===== src/rtl/cpu.sv =====
// Single-cycle 8-bit core: 32-bit PC, 8x8 register file, 8-bit ALU and decoder.
// Instruction memory is external; the core presents PC and consumes INSTRUCTION.

// Register file: two combinational read ports, one write port, synchronous clear.
module cpu_regfile (
    input  logic       clk,
    input  logic       rst_n,
    input  logic [2:0] rt_addr,
    input  logic [2:0] rs_addr,
    output logic [7:0] rt_data,
    output logic [7:0] rs_data,
    input  logic       wr_en,
    input  logic [2:0] wr_addr,
    input  logic [7:0] wr_data
);

    logic [7:0] registers [0:7];

    // Clear every register on reset, otherwise perform the single write.
    always_ff @(posedge clk) begin
        if (!rst_n) begin
            for (int i = 0; i < 8; i++) begin
                registers[i] <= 8'h00;
            end
        end else if (wr_en) begin
            registers[wr_addr] <= wr_data;
        end
    end

    assign rt_data = registers[rt_addr];
    assign rs_data = registers[rs_addr];

endmodule

module cpu (
    input  logic [31:0] INSTRUCTION,
    input  logic        RESET,
    input  logic        CLK,
    output logic [31:0] PC
);

    typedef enum logic [7:0] {
        OP_LOADI = 8'h00,
        OP_MOV   = 8'h01,
        OP_ADD   = 8'h02,
        OP_SUB   = 8'h03,
        OP_AND   = 8'h04,
        OP_OR    = 8'h05,
        OP_J     = 8'h06,
        OP_BEQ   = 8'h07
    } opcode_e;

    logic [31:0] pc_q;
    logic [31:0] pc_d;
    logic [7:0]  opcode;
    logic [7:0]  dest_field;
    logic [2:0]  rd_idx;
    logic [2:0]  rt_idx;
    logic [2:0]  rs_idx;
    logic [7:0]  imm;
    logic [7:0]  rt_val;
    logic [7:0]  rs_val;
    logic [7:0]  sub_result;
    logic        alu_zero;
    logic [7:0]  wr_data;
    logic        wr_en;
    logic [31:0] pc_plus4;
    logic [31:0] branch_offset;
    logic [31:0] branch_target;
    logic        unused_src1_bits;

    assign opcode     = INSTRUCTION[31:24];
    assign dest_field = INSTRUCTION[23:16];
    assign rd_idx     = INSTRUCTION[18:16];
    assign rt_idx     = INSTRUCTION[10:8];
    assign rs_idx     = INSTRUCTION[2:0];
    assign imm        = INSTRUCTION[7:0];

    // Upper register-index bits of SRC1 carry no meaning.
    assign unused_src1_bits = &{1'b0, INSTRUCTION[15:11]};

    cpu_regfile registerFile (
        .clk     (CLK),
        .rst_n   (RESET),
        .rt_addr (rt_idx),
        .rs_addr (rs_idx),
        .rt_data (rt_val),
        .rs_data (rs_val),
        .wr_en   (wr_en),
        .wr_addr (rd_idx),
        .wr_data (wr_data)
    );

    // Subtraction is done as two's-complement addition; its zero flag decides BEQ.
    assign sub_result = rt_val + (~rs_val + 8'd1);
    assign alu_zero   = (sub_result == 8'h00);

    // PC-relative target: signed word offset measured from the next instruction.
    assign pc_plus4      = pc_q + 32'd4;
    assign branch_offset = {{22{dest_field[7]}}, dest_field, 2'b00};
    assign branch_target = pc_plus4 + branch_offset;

    // Decode: select the ALU result, the write enable and the next PC.
    always_comb begin
        wr_data = 8'h00;
        wr_en   = 1'b0;
        pc_d    = pc_plus4;
        case (opcode)
            OP_LOADI: begin wr_data = imm;             wr_en = 1'b1; end
            OP_MOV:   begin wr_data = rs_val;          wr_en = 1'b1; end
            OP_ADD:   begin wr_data = rt_val + rs_val; wr_en = 1'b1; end
            OP_SUB:   begin wr_data = sub_result;      wr_en = 1'b1; end
            OP_AND:   begin wr_data = rt_val & rs_val; wr_en = 1'b1; end
            OP_OR:    begin wr_data = rt_val | rs_val; wr_en = 1'b1; end
            OP_J:     pc_d = branch_target;
            OP_BEQ:   pc_d = alu_zero ? branch_target : pc_plus4;
            default:  pc_d = pc_plus4;
        endcase
    end

    // Program counter register with synchronous active-low clear.
    always_ff @(posedge CLK) begin
        if (!RESET) begin
            pc_q <= 32'h0000_0000;
        end else begin
            pc_q <= pc_d;
        end
    end

    assign PC = pc_q;

endmodule


===== config.mk =====
export PLATFORM = sky130hd
export DESIGN_NAME = cpu
export DESIGN_NICKNAME = d
export VERILOG_FILES = /design/src/rtl/cpu.sv
export SDC_FILE = /design/constraint.sdc
export NUM_CORES = 1
export LEC_CHECK = 0
export ABC_AREA = 1
export BUFFER_PORTS_ARGS = -buffer_cell sky130_fd_sc_hd__buf_4
export CORE_AREA = 2 2 122 124
export DETAILED_ROUTE_END_ITERATION = 8
export DIE_AREA = 0 0 124 126
export PLACE_DENSITY_LB_ADDON = 0.1
export SLEW_MARGIN = 20
export SYNTH_ARGS = -nofsm -noshare
export SYNTH_HDL_FRONTEND = slang
export SYNTH_HIERARCHICAL = 1
export SYNTH_SLANG_ARGS = --single-unit

===== constraint.sdc =====
create_clock -name CLK -period 7.3 [get_ports CLK]
set_input_delay 0.365 -clock CLK [delete_from_list [all_inputs] [get_ports CLK]]
set_output_delay 0.365 -clock CLK [all_outputs]
set_load 0.01 [all_outputs]

==> results of run 1 <==
[Yosys cell counts (2+ instances only)]
master,n,area (sq um)
sky130_fd_sc_hd__nand3_1,139,696
sky130_fd_sc_hd__o21bai_1,11,82.6
sky130_fd_sc_hd__nand3b_1,5,37.5
sky130_fd_sc_hd__o21ai_0,13,65.1
sky130_fd_sc_hd__fa_1,3,60.1
sky130_fd_sc_hd__nand2_4,9,101
sky130_fd_sc_hd__xnor2_2,2,32.5
sky130_fd_sc_hd__o22ai_1,5,31.3
sky130_fd_sc_hd__a221oi_1,2,17.5
sky130_fd_sc_hd__nand2_1,522,1960
sky130_fd_sc_hd__nor3_2,2,20.0
sky130_fd_sc_hd__a21oi_1,66,330
sky130_fd_sc_hd__nand4_1,12,75.1
sky130_fd_sc_hd__buf_4,7,52.6
sky130_fd_sc_hd__nand2_2,3,18.8
sky130_fd_sc_hd__ha_1,60,751
sky130_fd_sc_hd__nor2_2,3,18.8
sky130_fd_sc_hd__buf_6,8,90.1
sky130_fd_sc_hd__nor2_1,153,574
sky130_fd_sc_hd__xor2_1,29,254
sky130_fd_sc_hd__inv_2,11,41.3
sky130_fd_sc_hd__o2111ai_1,3,26.3
sky130_fd_sc_hd__clkbuf_1,7,26.3
sky130_fd_sc_hd__xnor2_1,11,96.3
sky130_fd_sc_hd__buf_2,15,75.1
sky130_fd_sc_hd__a21oi_2,2,17.5
sky130_fd_sc_hd__dfxtp_1,30,601
sky130_fd_sc_hd__and2_1,2,12.5
sky130_fd_sc_hd__inv_1,234,878
sky130_fd_sc_hd__edfxtp_1,64,1920
sky130_fd_sc_hd__nor3_1,9,45.0
sky130_fd_sc_hd__or2_2,2,12.5
sky130_fd_sc_hd__nor2_4,4,45.0
[sequential cells by signal, summed over array words and instances (netlist names)]
register,count
PC,30
registerFile/registers,64
[layer usage]
| layer | share of wire [%] | track usage [%] | up-vias |
|---|---|---|---|
| met3 | 5.1 | 2.81 | 76 |
| met5 | 0 | 0 | - |
| met1 | 39 | 38.8 | 4126 |
| met2 | 51 | 57.8 | 334 |
| met4 | 4.3 | 15.1 | 0 |
| li1 | - | - | 4616 |
[path summary, 6_finish.rpt]
kind                                      start     end  slack (ps)  cells past startpoint
worst max-delay path             INSTRUCTION[8]  PC[22]        3530                     18
worst min-delay path            INSTRUCTION[16]   PC[2]         470                      4
worst max register to register            PC[4]  PC[22]        3900                     20
worst min register to register           PC[10]  PC[10]         710                      4
[critical path, delay by kind of cell]
kind,cells,cell delay (ps)
fa+ha+maj,1,480
buf+inv,4,1040
compound gates,1,140
simple gates,11,1740
xor+xnor,1,190
[per-stage QoR]
step	utilization, %	hold WS [ps]
detailed placement	66.9	688
global placement	66.9	684
floorplan	-	645
finish	68.9	467
global route	68.9	510
CTS	68.9	457
[layout make-up]
cell class | instances | area (sq um) | area share (%)
Multi-Input combinational cell | 1083 | 5460 | 55.3
Sequential cell | 94 | 2520 | 25.6
Inverter | 246 | 923 | 9.36
Timing Repair Buffer | 60 | 450 | 4.57
Tap cell | 184 | 230 | 2.33
Clock buffer | 10 | 229 | 2.32
Clock inverter | 6 | 53.8 | 0.545
[power by group through the flow]
| stage | logic, mW | clock network (mW) | registers (mW) |
|---|---|---|---|
| after detailed placement | 0.296 | 0 | 0.598 |
| after global routing | 0.344 | 0.470 | 0.587 |
| after floorplan | 0.226 | 0 | 0.597 |
| after global placement | 0.289 | 0 | 0.597 |
| after CTS | 0.298 | 0.450 | 0.586 |
| final | 0.304 | 0.448 | 0.586 |
[logic make-up (layout without fill, tap and decap cells)]
family	after synthesis	count (layout)	synth area share (%)
flip-flops	94	94	27.6
XOR/XNOR	42	42	4.19
AO/OA/AOI/OAI	107	107	6.65
AND/OR/NAND/NOR	869	869	39.9
buffers and inverters	284	322	12.8
other	1	2	0.0410
adder cells (fa/ha/maj)	63	63	8.86
==> results.env, run 1 <==
SYNTH_ENABLE_FLOP_CELLS=64
FINAL.SETUP_SKEW_PS=11.4
CORE_AREA_SQ_UM=14300
SYNTH_WARNINGS=6
POWERDENSITY_nW_PER_UM2=136
CRITICAL_PATH_REQUIRED_PS=7560
DIE-AREA_SQ_UM=15600
HOLD_CLASS='primary input to flip-flop'
HOLD_VIOL_FINAL=0
CPMOSTUSEDCELL='sky130_fd_sc_hd__nand2_1'
POST-ROUTE-PERIOD-UTIL_PCT=51.6
LAYOUTNONFILLERINSTCOUNT=1683
SYNTH_FLOP_CELL='sky130_fd_sc_hd__edfxtp_1'
POST-CTS-SETUP-BUFFERS=0
DRT_FIRST_PASS_ITERS=5
POST_SYNTH_INST_COUNT=1460
COMB_POWER_SHARE_PCT=22.7
GRT-OVFL-TOTAL=0
P_SWITCHING_uW=420
VIA_COUNT_OF_THE_FIRST_GLOBAL_ROUTING_PASS=8657
FINALMAXSLEWVIOLATIONS=0
FINALWIRELENGTH_MICRONS=24800
HOLD_BUFFERS=0
MAX-CAP-VIOLATIONS=0
TIMING_WORST_SLEW_PIN_VALUE_PS=960
LAYOUT.CELLS.MOST_COMMON_LIST='522 x sky130_fd_sc_hd__nand2_1, 234 x sky130_fd_sc_hd__inv_1, 153 x sky130_fd_sc_hd__nor2_1, 139 x sky130_fd_sc_hd__nand3_1, 66 x sky130_fd_sc_hd__a21oi_1'
TIMING.CRITICAL_PATH.TO_TYPE='flip-flop'
CTS.HTREE.LEVELS=3
PLACE_INST=1667
LAYOUT_MIN_CYCLE_TIME_PS=3770
PORT_BUFFERS=58
ROUTED_VIA_DENSITY=5.44
ROWS=44
GPL.FINAL_WEIGHTED_CONGESTION=0.962
GRT_SETUP_UNREPAIRED='no'
LAYOUT_COMMONEST_CELL='sky130_fd_sc_hd__nand2_1'
YS_SEQ_AREA_SHARE_PCT=27.6
SLEW-LIMIT-HEADROOM_PCT=35.9
FP.DIEH_MICRONS=126
FINAL_CRITICAL_PATH_SETUP_SLACK_PS=3530
DESIGN_POWER_TOTAL_mW=1.34
CRITPATHMAXSTAGEDELAY_PS=480
ANTENNA_CELLS=0
GRT_USAGE_PCT=32.3
DPL.HPWL_MICRONS=19200
FINAL-SETUP-VIOL-COUNT=0
ROUTEDWLPERCELL_MICRONS=14.8
SYNTH.FF_LATCH_COUNT=94
POSTLAYOUTCELLAREA_SQ_UM=9870
TIMING.CRITICAL_PATH.SLOWEST_STAGE_CELL='sky130_fd_sc_hd__fa_1'
CTS_REPAIR_RESIZE_COUNT=0
NET_COUNT_OF_THE_FINISHED_LAYOUT=1591
GRT_MAX_DEGREE=35
TIMING.CRITICAL_PATH.ARRIVAL_PS=4030
SEQ_POWER_SHARE_PCT=43.8
LEAK_PWR_nW=5.16
DIE_WIDTH_MICRONS=124
WIRE_LENGTH_OF_THE_FIRST_GLOBAL_ROUTING_PASS_MICRONS=40100
CP_CELL_INSTANCES='buf_4, inv_2, nand2_1, nand3_1, nand2_1, nand2_1, nand2_1, inv_1, fa_1, xor2_1, nor3_1, nand3_1, nor2_1, nand4_2, buf_4, nand2_2, nand2_1, a21oi_1'
SYNTH_CELL_TYPES=45
CP_MAX_FO=33
SWITCHING_SHARE_PCT=31.4
SETUP_TNS_PS=0
CTS_MADE_BUFFERS=9
RUN_STATUS='complete, no violations'
SYNTHESIS.AREA_SQ_UM=9150
LAYOUT-AREA-OVERHEAD-VS-SYNTH_PCT=7.87
ASYNC_RESET_FF_SHARE_PCT=0
POST_ROUTE_CELLS_DRIVE_ABOVE_1_SHARE_PCT=7.61
CLK_TRANSITION_REPORTED_PATHS_PS=70
GRT_ANTENNA_BEFORE_REPAIR=0
POSTROUTEANTENNANETS=0
CELL_AREA_PLACED_SQ_UM=9580
BUFFER_LEVELS_ON_THE_LONGEST_CLOCK_PATH=2
VDD_DROP_MAX_V=0.000117
INTERNAL_POWER_uW=917
START_UTIL_PCT=63.9
REMAINING_DESIGN_RULE_VIOLATION_COUNT=0
FMAX_GHz=0.266
CLK-INSERTION-DELAY-LATE_PS=350
DPL_WORST_SLACK_PS=3290
POWER.CLOCK.FRACTION_PCT=33.5
IOS=66
CTS.ROOT.BUFFER_CELL='sky130_fd_sc_hd__clkbuf_16'
TRITONCTS='built'
ROUTE.VIAS.TOTAL=9152
FILLERS=1334
CLOCK-SINKS=94
CRIT_PATH_START_KIND='primary input'
CATEGORY_OF_THE_CRITICAL_SETUP_TIMING_PATH='primary input to flip-flop'
DETAILEDROUTE.FIRSTITERATIONVIOLATIONS=890
SYNTH_AREA_PER_CELL_SQ_UM=6.26
No activity file was read; power rests on OpenSTA's default activity.
==> run 2, diff against run 1 <==
ABC_AREA = 0   (was 1)
clock period = 3.01 ns   (was 7.3 ns; I/O delays follow)
==> results.env, run 2 <==
RUN_STATUS='finished with violations'
VIOLATIONS='setup timing'
CORE_AREA_SQ_UM=14300
GPL.FINAL_WEIGHTED_CONGESTION=0.879
REMAINING_DESIGN_RULE_VIOLATION_COUNT=0
RANKING_OF_SYNTHESIZED_CELLS_BY_AREA='sky130_fd_sc_hd__edfxtp_1 24%, sky130_fd_sc_hd__mux4_1 9.7%, sky130_fd_sc_hd__ha_1 9.6%, sky130_fd_sc_hd__dfxtp_1 7.6%, sky130_fd_sc_hd__nor3_1 3.8%'
SYNTH.FF_LATCH_COUNT=94
LAYOUT_MIN_CYCLE_TIME_PS=3780
FP.DIEH_MICRONS=126
SYNTH_AREA_PER_CELL_SQ_UM=9.96
HOLD_CLASS='primary input to flip-flop'
ROUTED_VIA_DENSITY=6.11
TRITONCTS='built'
SYNTHESIS.AREA_SQ_UM=7860
SYNTH_WARNINGS=6
GRT_ANTENNA_BEFORE_REPAIR=0
YOSYSMOSTFREQUENTCELL='sky130_fd_sc_hd__edfxtp_1'
FINAL.SETUP_SKEW_PS=12.0
LEAK_PWR_nW=4.87
FILLERS=941
LARGEST_REG_FLOPS=64
VIA_COUNT_OF_THE_FIRST_GLOBAL_ROUTING_PASS=7725
PLACE_INST=1186
AREA_LEADER_NETLIST='sky130_fd_sc_hd__edfxtp_1'
TIMING.CRITICAL_PATH.ARRIVAL_PS=4030
ANTENNA_CELLS=0
FINAL-SETUP-VIOL-COUNT=83
START_UTIL_PCT=54.9
FINAL.HOLD.WORST_SLACK_PS=247
NET_COUNT_OF_THE_FINISHED_LAYOUT=1142
TIMING.CRITICAL_PATH.TO_TYPE='flip-flop'
REGAREA_SQ_UM=2530
GRT-OVFL-TOTAL=0
ASYNC_RESET_FF_SHARE_PCT=0
DPL.HPWL_MICRONS=17000
CP_MAX_FO=5
POWERDENSITY_nW_PER_UM2=331
HOLD_VIOL_FINAL=0
FINALWIRELENGTH_MICRONS=24900
BUFFER_LEVELS_ON_THE_LONGEST_CLOCK_PATH=2
WIRE_LENGTH_OF_THE_FIRST_GLOBAL_ROUTING_PASS_MICRONS=38800
ROWS=44
SYNTH_CELL_TYPES=75
YS_TOP_CELLS_BY_COUNT='64 x sky130_fd_sc_hd__edfxtp_1, 60 x sky130_fd_sc_hd__ha_1, 59 x sky130_fd_sc_hd__nor3_1, 54 x sky130_fd_sc_hd__nand2_1'
CATEGORY_OF_THE_CRITICAL_SETUP_TIMING_PATH='flip-flop to flip-flop'
DRT_FIRST_PASS_ITERS=5
POST_ROUTE_CELLS_DRIVE_ABOVE_1_SHARE_PCT=46.4
IOS=66
CTS_MADE_BUFFERS=9
FINALMAXSLEWVIOLATIONS=0
GRT_MAX_DEGREE=42
DPL_WORST_SLACK_PS=-894
CTS.HTREE.LEVELS=3
CLOCK-SINKS=94
SYNTH_ENABLE_FLOP_CELLS=64
CRITICAL_PATH_REQUIRED_PS=3260
POSTLAYOUTCELLAREA_SQ_UM=11300
PORT_BUFFERS=58
ROUTE.VIAS.TOTAL=7541
SYNTH_FLOP_CELL='sky130_fd_sc_hd__edfxtp_1'
MAX-CAP-VIOLATIONS=0
CLK_TRANSITION_REPORTED_PATHS_PS=80
HOLD_BUFFERS=0
TIMING_WORST_SLEW_PIN_VALUE_PS=878
FMAX_GHz=0.264
GRT_USAGE_PCT=31.9
CELL_AREA_PLACED_SQ_UM=9960
DIE_WIDTH_MICRONS=124
CTS.ROOT.BUFFER_CELL='sky130_fd_sc_hd__clkbuf_16'
GRT_SETUP_UNREPAIRED='yes'
CRIT_PATH_START_KIND='flip-flop'
ROUTEDWLPERCELL_MICRONS=20.2
SLEW-LIMIT-HEADROOM_PCT=41.5
DIE-AREA_SQ_UM=15600
POSTROUTEANTENNANETS=0
LAYOUTNONFILLERINSTCOUNT=1234
YS_SEQ_AREA_SHARE_PCT=32.1
POST-ROUTE-PERIOD-UTIL_PCT=126
DETAILEDROUTE.FIRSTITERATIONVIOLATIONS=584
AREA_FRACTION_OF_THE_DOMINANT_CELL_TYPE_AFTER_SYNTHESIS_PCT=24.5
REGISTERS.TOP_BY_FF_COUNT='registerFile/registers'
MULTI_INPUT_COMB_AREA_SQ_UM=5700
FINAL_CRITICAL_PATH_SETUP_SLACK_PS=-771
CLK-INSERTION-DELAY-LATE_PS=360
LAYOUT-AREA-OVERHEAD-VS-SYNTH_PCT=43.5
POST_SYNTH_INST_COUNT=789
LAYOUT.CELLS.MOST_COMMON_LIST='271 x sky130_fd_sc_hd__buf_4, 64 x sky130_fd_sc_hd__edfxtp_1, 54 x sky130_fd_sc_hd__ha_1, 49 x sky130_fd_sc_hd__nand2_1, 35 x sky130_fd_sc_hd__nor3_1'
VDD_DROP_MAX_V=0.000274
LAYOUT_COMMONEST_CELL='sky130_fd_sc_hd__buf_4'
-- run 2: logic make-up (layout without fill, tap and decap cells) --
family	Yosys count	count (layout)	share of synthesized area, %
AOI/OAI and AO/OA	156	156	13.0
xor gates and xnor gates	59	59	6.58
adders and majority gates	63	63	10.3
buffers and inverters	81	341	4.97
DFF	94	94	32.1
muxes	66	66	15.2
other	1	2	0.0477
and+or+nand+nor	269	269	17.9
-- run 2: layer usage --
layer	track usage [%]	share of wire (%)	up-vias
met4	15.3	4.6	0
met5	0	0	-
met3	5.16	5.0	83
met1	38.9	39	3682
li1	-	-	3486
met2	54.6	51	290
-- run 2: worst max-delay path, stage by stage, from the launching register on --
cell,delay (ps)
sky130_fd_sc_hd__edfxtp_1,420
sky130_fd_sc_hd__mux4_2,480
sky130_fd_sc_hd__mux2_4,310
sky130_fd_sc_hd__ha_4,170
sky130_fd_sc_hd__fa_2,380
sky130_fd_sc_hd__xor2_2,170
sky130_fd_sc_hd__nor3b_2,170
sky130_fd_sc_hd__nand4b_1,110
sky130_fd_sc_hd__or4_4,580
sky130_fd_sc_hd__buf_6,140
sky130_fd_sc_hd__o21ai_4,160
sky130_fd_sc_hd__buf_6,160
sky130_fd_sc_hd__buf_16,140
sky130_fd_sc_hd__mux2i_1,200
sky130_fd_sc_hd__nor2b_1,70
-- run 2: path summary, 6_finish.rpt --
path	cells after the start	startpoint	slack, ps	to
worst min-delay path	4	INSTRUCTION[16]	250	PC[2]
worst min register to register	3	PC[25]	650	PC[25]
worst max-delay path	14	registerFile/registers[0][0]	-770	PC[2]
worst max register to register	14	registerFile/registers[0][0]	-770	PC[2]
-- run 2: cell type report --
cell class                      instances  share of cell area (%)
Tap cell                              184                    2.04
Clock buffer                            9                    2.00
Sequential cell                        94                    22.4
Multi-Input combinational cell        615                    50.5
Inverter                               33                    1.21
Timing Repair Buffer                  292                    21.0
Clock inverter                          7                   0.810
-- run 2: per-stage QoR --
stage	TNS [ps]	power, mW	util, %
6_report	-36600	3.73	78.8
3_3_place_gp	-40060	2.34	69.6
3_5_place_dp	-48870	2.37	69.6
2_1_floorplan	-13470	1.99	-
4_1_cts	-30800	3.68	76.6
5_1_grt	-46760	3.87	78.8
-- run 2: repair_timing --
| action | in CTS | in global routing |
|---|---|---|
| gates cloned | 5 | 0 |
| pin swaps | 47 | 25 |
| setup endpoints to repair | 86 | 86 |
| setup buffers | 17 | 14 |
| endpoints found under the hold margin | 0 | 0 |
| resized for setup | 126 | 58 |
-- run 2: power breakdown --
part | internal (mW) | leakage [nW] | switching, mW
Sequential | 1.41 | 0.901 | 0.0208
Combinational | 0.558 | 3.82 | 0.559
Clock | 0.597 | 0.152 | 0.591
Total | 2.56 | 4.87 | 1.17
==> run 3, diff against run 2 <==
MAX_ROUTING_LAYER = met4   (was not set)
==> results.env, run 3 (synthesis gave the netlist of run 2 again) <==
LAYOUT.CELLS.MOST_COMMON_LIST='261 x sky130_fd_sc_hd__buf_4, 64 x sky130_fd_sc_hd__edfxtp_1, 53 x sky130_fd_sc_hd__ha_1, 47 x sky130_fd_sc_hd__nand2_1, 35 x sky130_fd_sc_hd__nor3_2'
ROWS=44
WORST_HOLD_PATH.NUM_CELLS=2
GRT_SETUP_UNREPAIRED='yes'
FINALMAXSLEWVIOLATIONS=0
REMAINING_DESIGN_RULE_VIOLATION_COUNT=0
GRT_USAGE_PCT=33.7
POSTLAYOUTCELLAREA_SQ_UM=11400
ROUTED_VIA_DENSITY=6.12
NET_COUNT_OF_THE_FINISHED_LAYOUT=1140
CORE_AREA_SQ_UM=14300
ANTENNA_CELLS=0
LARGEST_REG_FLOPS=64
R2R_SETUP_SLACK_PS=-800
CP_CELL_INSTANCES='mux4_2, mux2_4, ha_4, fa_2, xor2_2, nor3b_2, nand4b_1, or4_4, buf_6, o21ai_4, buf_12, buf_12, nand2_4, o21ai_2'
POWERDENSITY_nW_PER_UM2=330
CPMOSTUSEDCELL='sky130_fd_sc_hd__buf_12'
FILLERS=940
CATEGORY_OF_THE_CRITICAL_SETUP_TIMING_PATH='flip-flop to flip-flop'
FMAX_GHz=0.262
CRITICAL_PATH_REQUIRED_PS=3280
MULTI_INPUT_COMB_AREA_SQ_UM=5840
TRITONCTS='built'
LAYOUT-AREA-OVERHEAD-VS-SYNTH_PCT=45.6
FINAL-SETUP-VIOL-COUNT=78
CLK-INSERTION-DELAY-LATE_PS=350
VIA_COUNT_OF_THE_FIRST_GLOBAL_ROUTING_PASS=7616
CP_MAX_FO=5
LAYOUT_MIN_CYCLE_TIME_PS=3810
WORST_R2R_PATH_DEPTH=14
GRT_MAX_DEGREE=40
REGISTERS.TOP_BY_FF_COUNT='registerFile/registers'
CTS.ROOT.BUFFER_CELL='sky130_fd_sc_hd__clkbuf_16'
START_UTIL_PCT=54.9
CTS.HTREE.LEVELS=3
REGAREA_SQ_UM=2530
FINAL.SETUP_SKEW_PS=10.0
SLEW-LIMIT-HEADROOM_PCT=33.5
FP.DIEH_MICRONS=126
HOLD_CLASS='primary input to flip-flop'
DETAILEDROUTE.FIRSTITERATIONVIOLATIONS=496
POSTLAYOUTCOREUTIL_PCT=80.0
CRIT_PATH_START_KIND='flip-flop'
MAX-CAP-VIOLATIONS=0
CELL_AREA_PLACED_SQ_UM=9950
TIMING.CRITICAL_PATH.TO_TYPE='flip-flop'
CTS_MADE_BUFFERS=9
DIE_WIDTH_MICRONS=124
HOLDPATHEND='registerFile/registers[1][6]'
DRT_FIRST_PASS_ITERS=5
HOLD_VIOL_FINAL=0
TIMING.CRITICAL_PATH.SLOWEST_STAGE_CELL='sky130_fd_sc_hd__or4_4'
DIE-AREA_SQ_UM=15600
BUFFER_LEVELS_ON_THE_LONGEST_CLOCK_PATH=2
TIMING_WORST_SLEW_PIN_VALUE_PS=997
DESIGN_POWER_TOTAL_mW=3.77
POSTROUTEANTENNANETS=0
ROUTE.VIAS.TOTAL=7540
VIOLATIONS='setup timing'
IOS=66
TIMING.CRITICAL_PATH.ARRIVAL_PS=4090
CLOCK-SINKS=94
GRT-OVFL-TOTAL=0
HOLD_PATH.STARTPOINT='INSTRUCTION[17]'
PORT_BUFFERS=58
CRITPATHMAXSTAGEDELAY_PS=580
RUN_STATUS='finished with violations'
GRT_ANTENNA_BEFORE_REPAIR=0
REG2REG_TO='PC[28]'
GPL.FINAL_WEIGHTED_CONGESTION=0.911
LAYOUT_COMMONEST_CELL='sky130_fd_sc_hd__buf_4'
VDD_DROP_MAX_V=0.000245
POST_ROUTE_CELLS_DRIVE_ABOVE_1_SHARE_PCT=48.1
DPL.HPWL_MICRONS=17300
CLK_TRANSITION_REPORTED_PATHS_PS=80
WIRE_LENGTH_OF_THE_FIRST_GLOBAL_ROUTING_PASS_MICRONS=39600
R2R-START='registerFile/registers[0][0]'
FINALWIRELENGTH_MICRONS=25300
ROUTEDWLPERCELL_MICRONS=20.5
POST-ROUTE-PERIOD-UTIL_PCT=127
LEAK_PWR_nW=4.91
FINAL.HOLD.WORST_SLACK_PS=189
FINAL_CRITICAL_PATH_SETUP_SLACK_PS=-803
-- run 3: changes by cell type in the layout (fill, tap and decap cells not counted), moves of 3 or more --
cell                       before  now
sky130_fd_sc_hd__buf_12         3    7
sky130_fd_sc_hd__buf_4        271  261
sky130_fd_sc_hd__buf_6         12   17
sky130_fd_sc_hd__o21bai_1       5    2
sky130_fd_sc_hd__nor4_1         7    4
sky130_fd_sc_hd__nor3_2        22   35
sky130_fd_sc_hd__nor3_1        35   20
-- run 3: repair_timing --
action                                 4_1_cts  5_1_grt
setup buffers                               17       13
hold buffers                                 0        0
cloned                                       6        0
resized for setup                          130       92
endpoints found under the hold margin        0        0
pin swaps                                   50       41
setup endpoints to repair                   86       94
-- run 3: report_power, final --
part	internal [mW]	switching, mW	total, mW
Clock	0.597	0.578	1.18
Sequential	1.41	0.0214	1.43
Combinational	0.579	0.590	1.17
Total	2.58	1.19	3.77
-- run 3: worst max-delay path by stage --
stage / start / to / slack [ps] / cells past startpoint
after CTS: registerFile/registers[0][0] / PC[30] / -740 / 15
after detailed placement: INSTRUCTION[0] / PC[7] / -870 / 14
after global routing: registerFile/registers[1][5] / PC[28] / -910 / 15
after global placement: INSTRUCTION[0] / PC[24] / -760 / 15
final: registerFile/registers[0][0] / PC[28] / -800 / 14
after floorplan: INSTRUCTION[0] / PC[31] / -520 / 15
-- run 3: routing by layer --
layer	GRT usage, %	share of wire, %	vias up	wire, microns
met4	13.0	3.1	0	792
li1	-	-	3464	-
met2	57.1	52	287	13200
met3	4.53	5.3	62	1350
met1	40.5	39	3727	9880
met5	-	0	-	0
-- run 3: metrics by stage --
stage          cells  setup WS, ps  setup TNS (ps)
2_1_floorplan    790          -520          -13470
3_3_place_gp    1185          -756          -41460
3_5_place_dp    1185          -869          -49350
4_1_cts         1224          -740          -31880
5_1_grt         1232          -908          -43710
6_report        1232          -803          -35770
-- run 3: final cells by class --
| type | instances | area share, % |
|---|---|---|
| inverters | 33 | 1.19 |
| repair buffers | 290 | 20.9 |
| well taps | 184 | 2.01 |
| clock buffers | 9 | 1.97 |
| flip-flops and latches | 94 | 22.1 |
| clock inverters | 7 | 0.798 |
| multi-input cells | 615 | 51.1 |
-- run 3: critical path: cells and delay by family, from the launching register on --
kind | cells | cell delay, ps
muxes | 2 | 810
and+or+nand+nor | 4 | 920
adders and majority gates | 2 | 570
AOI/OAI and AO/OA | 2 | 430
buffers and inverters | 3 | 420
DFF | 1 | 410
xor gates and xnor gates | 1 | 170
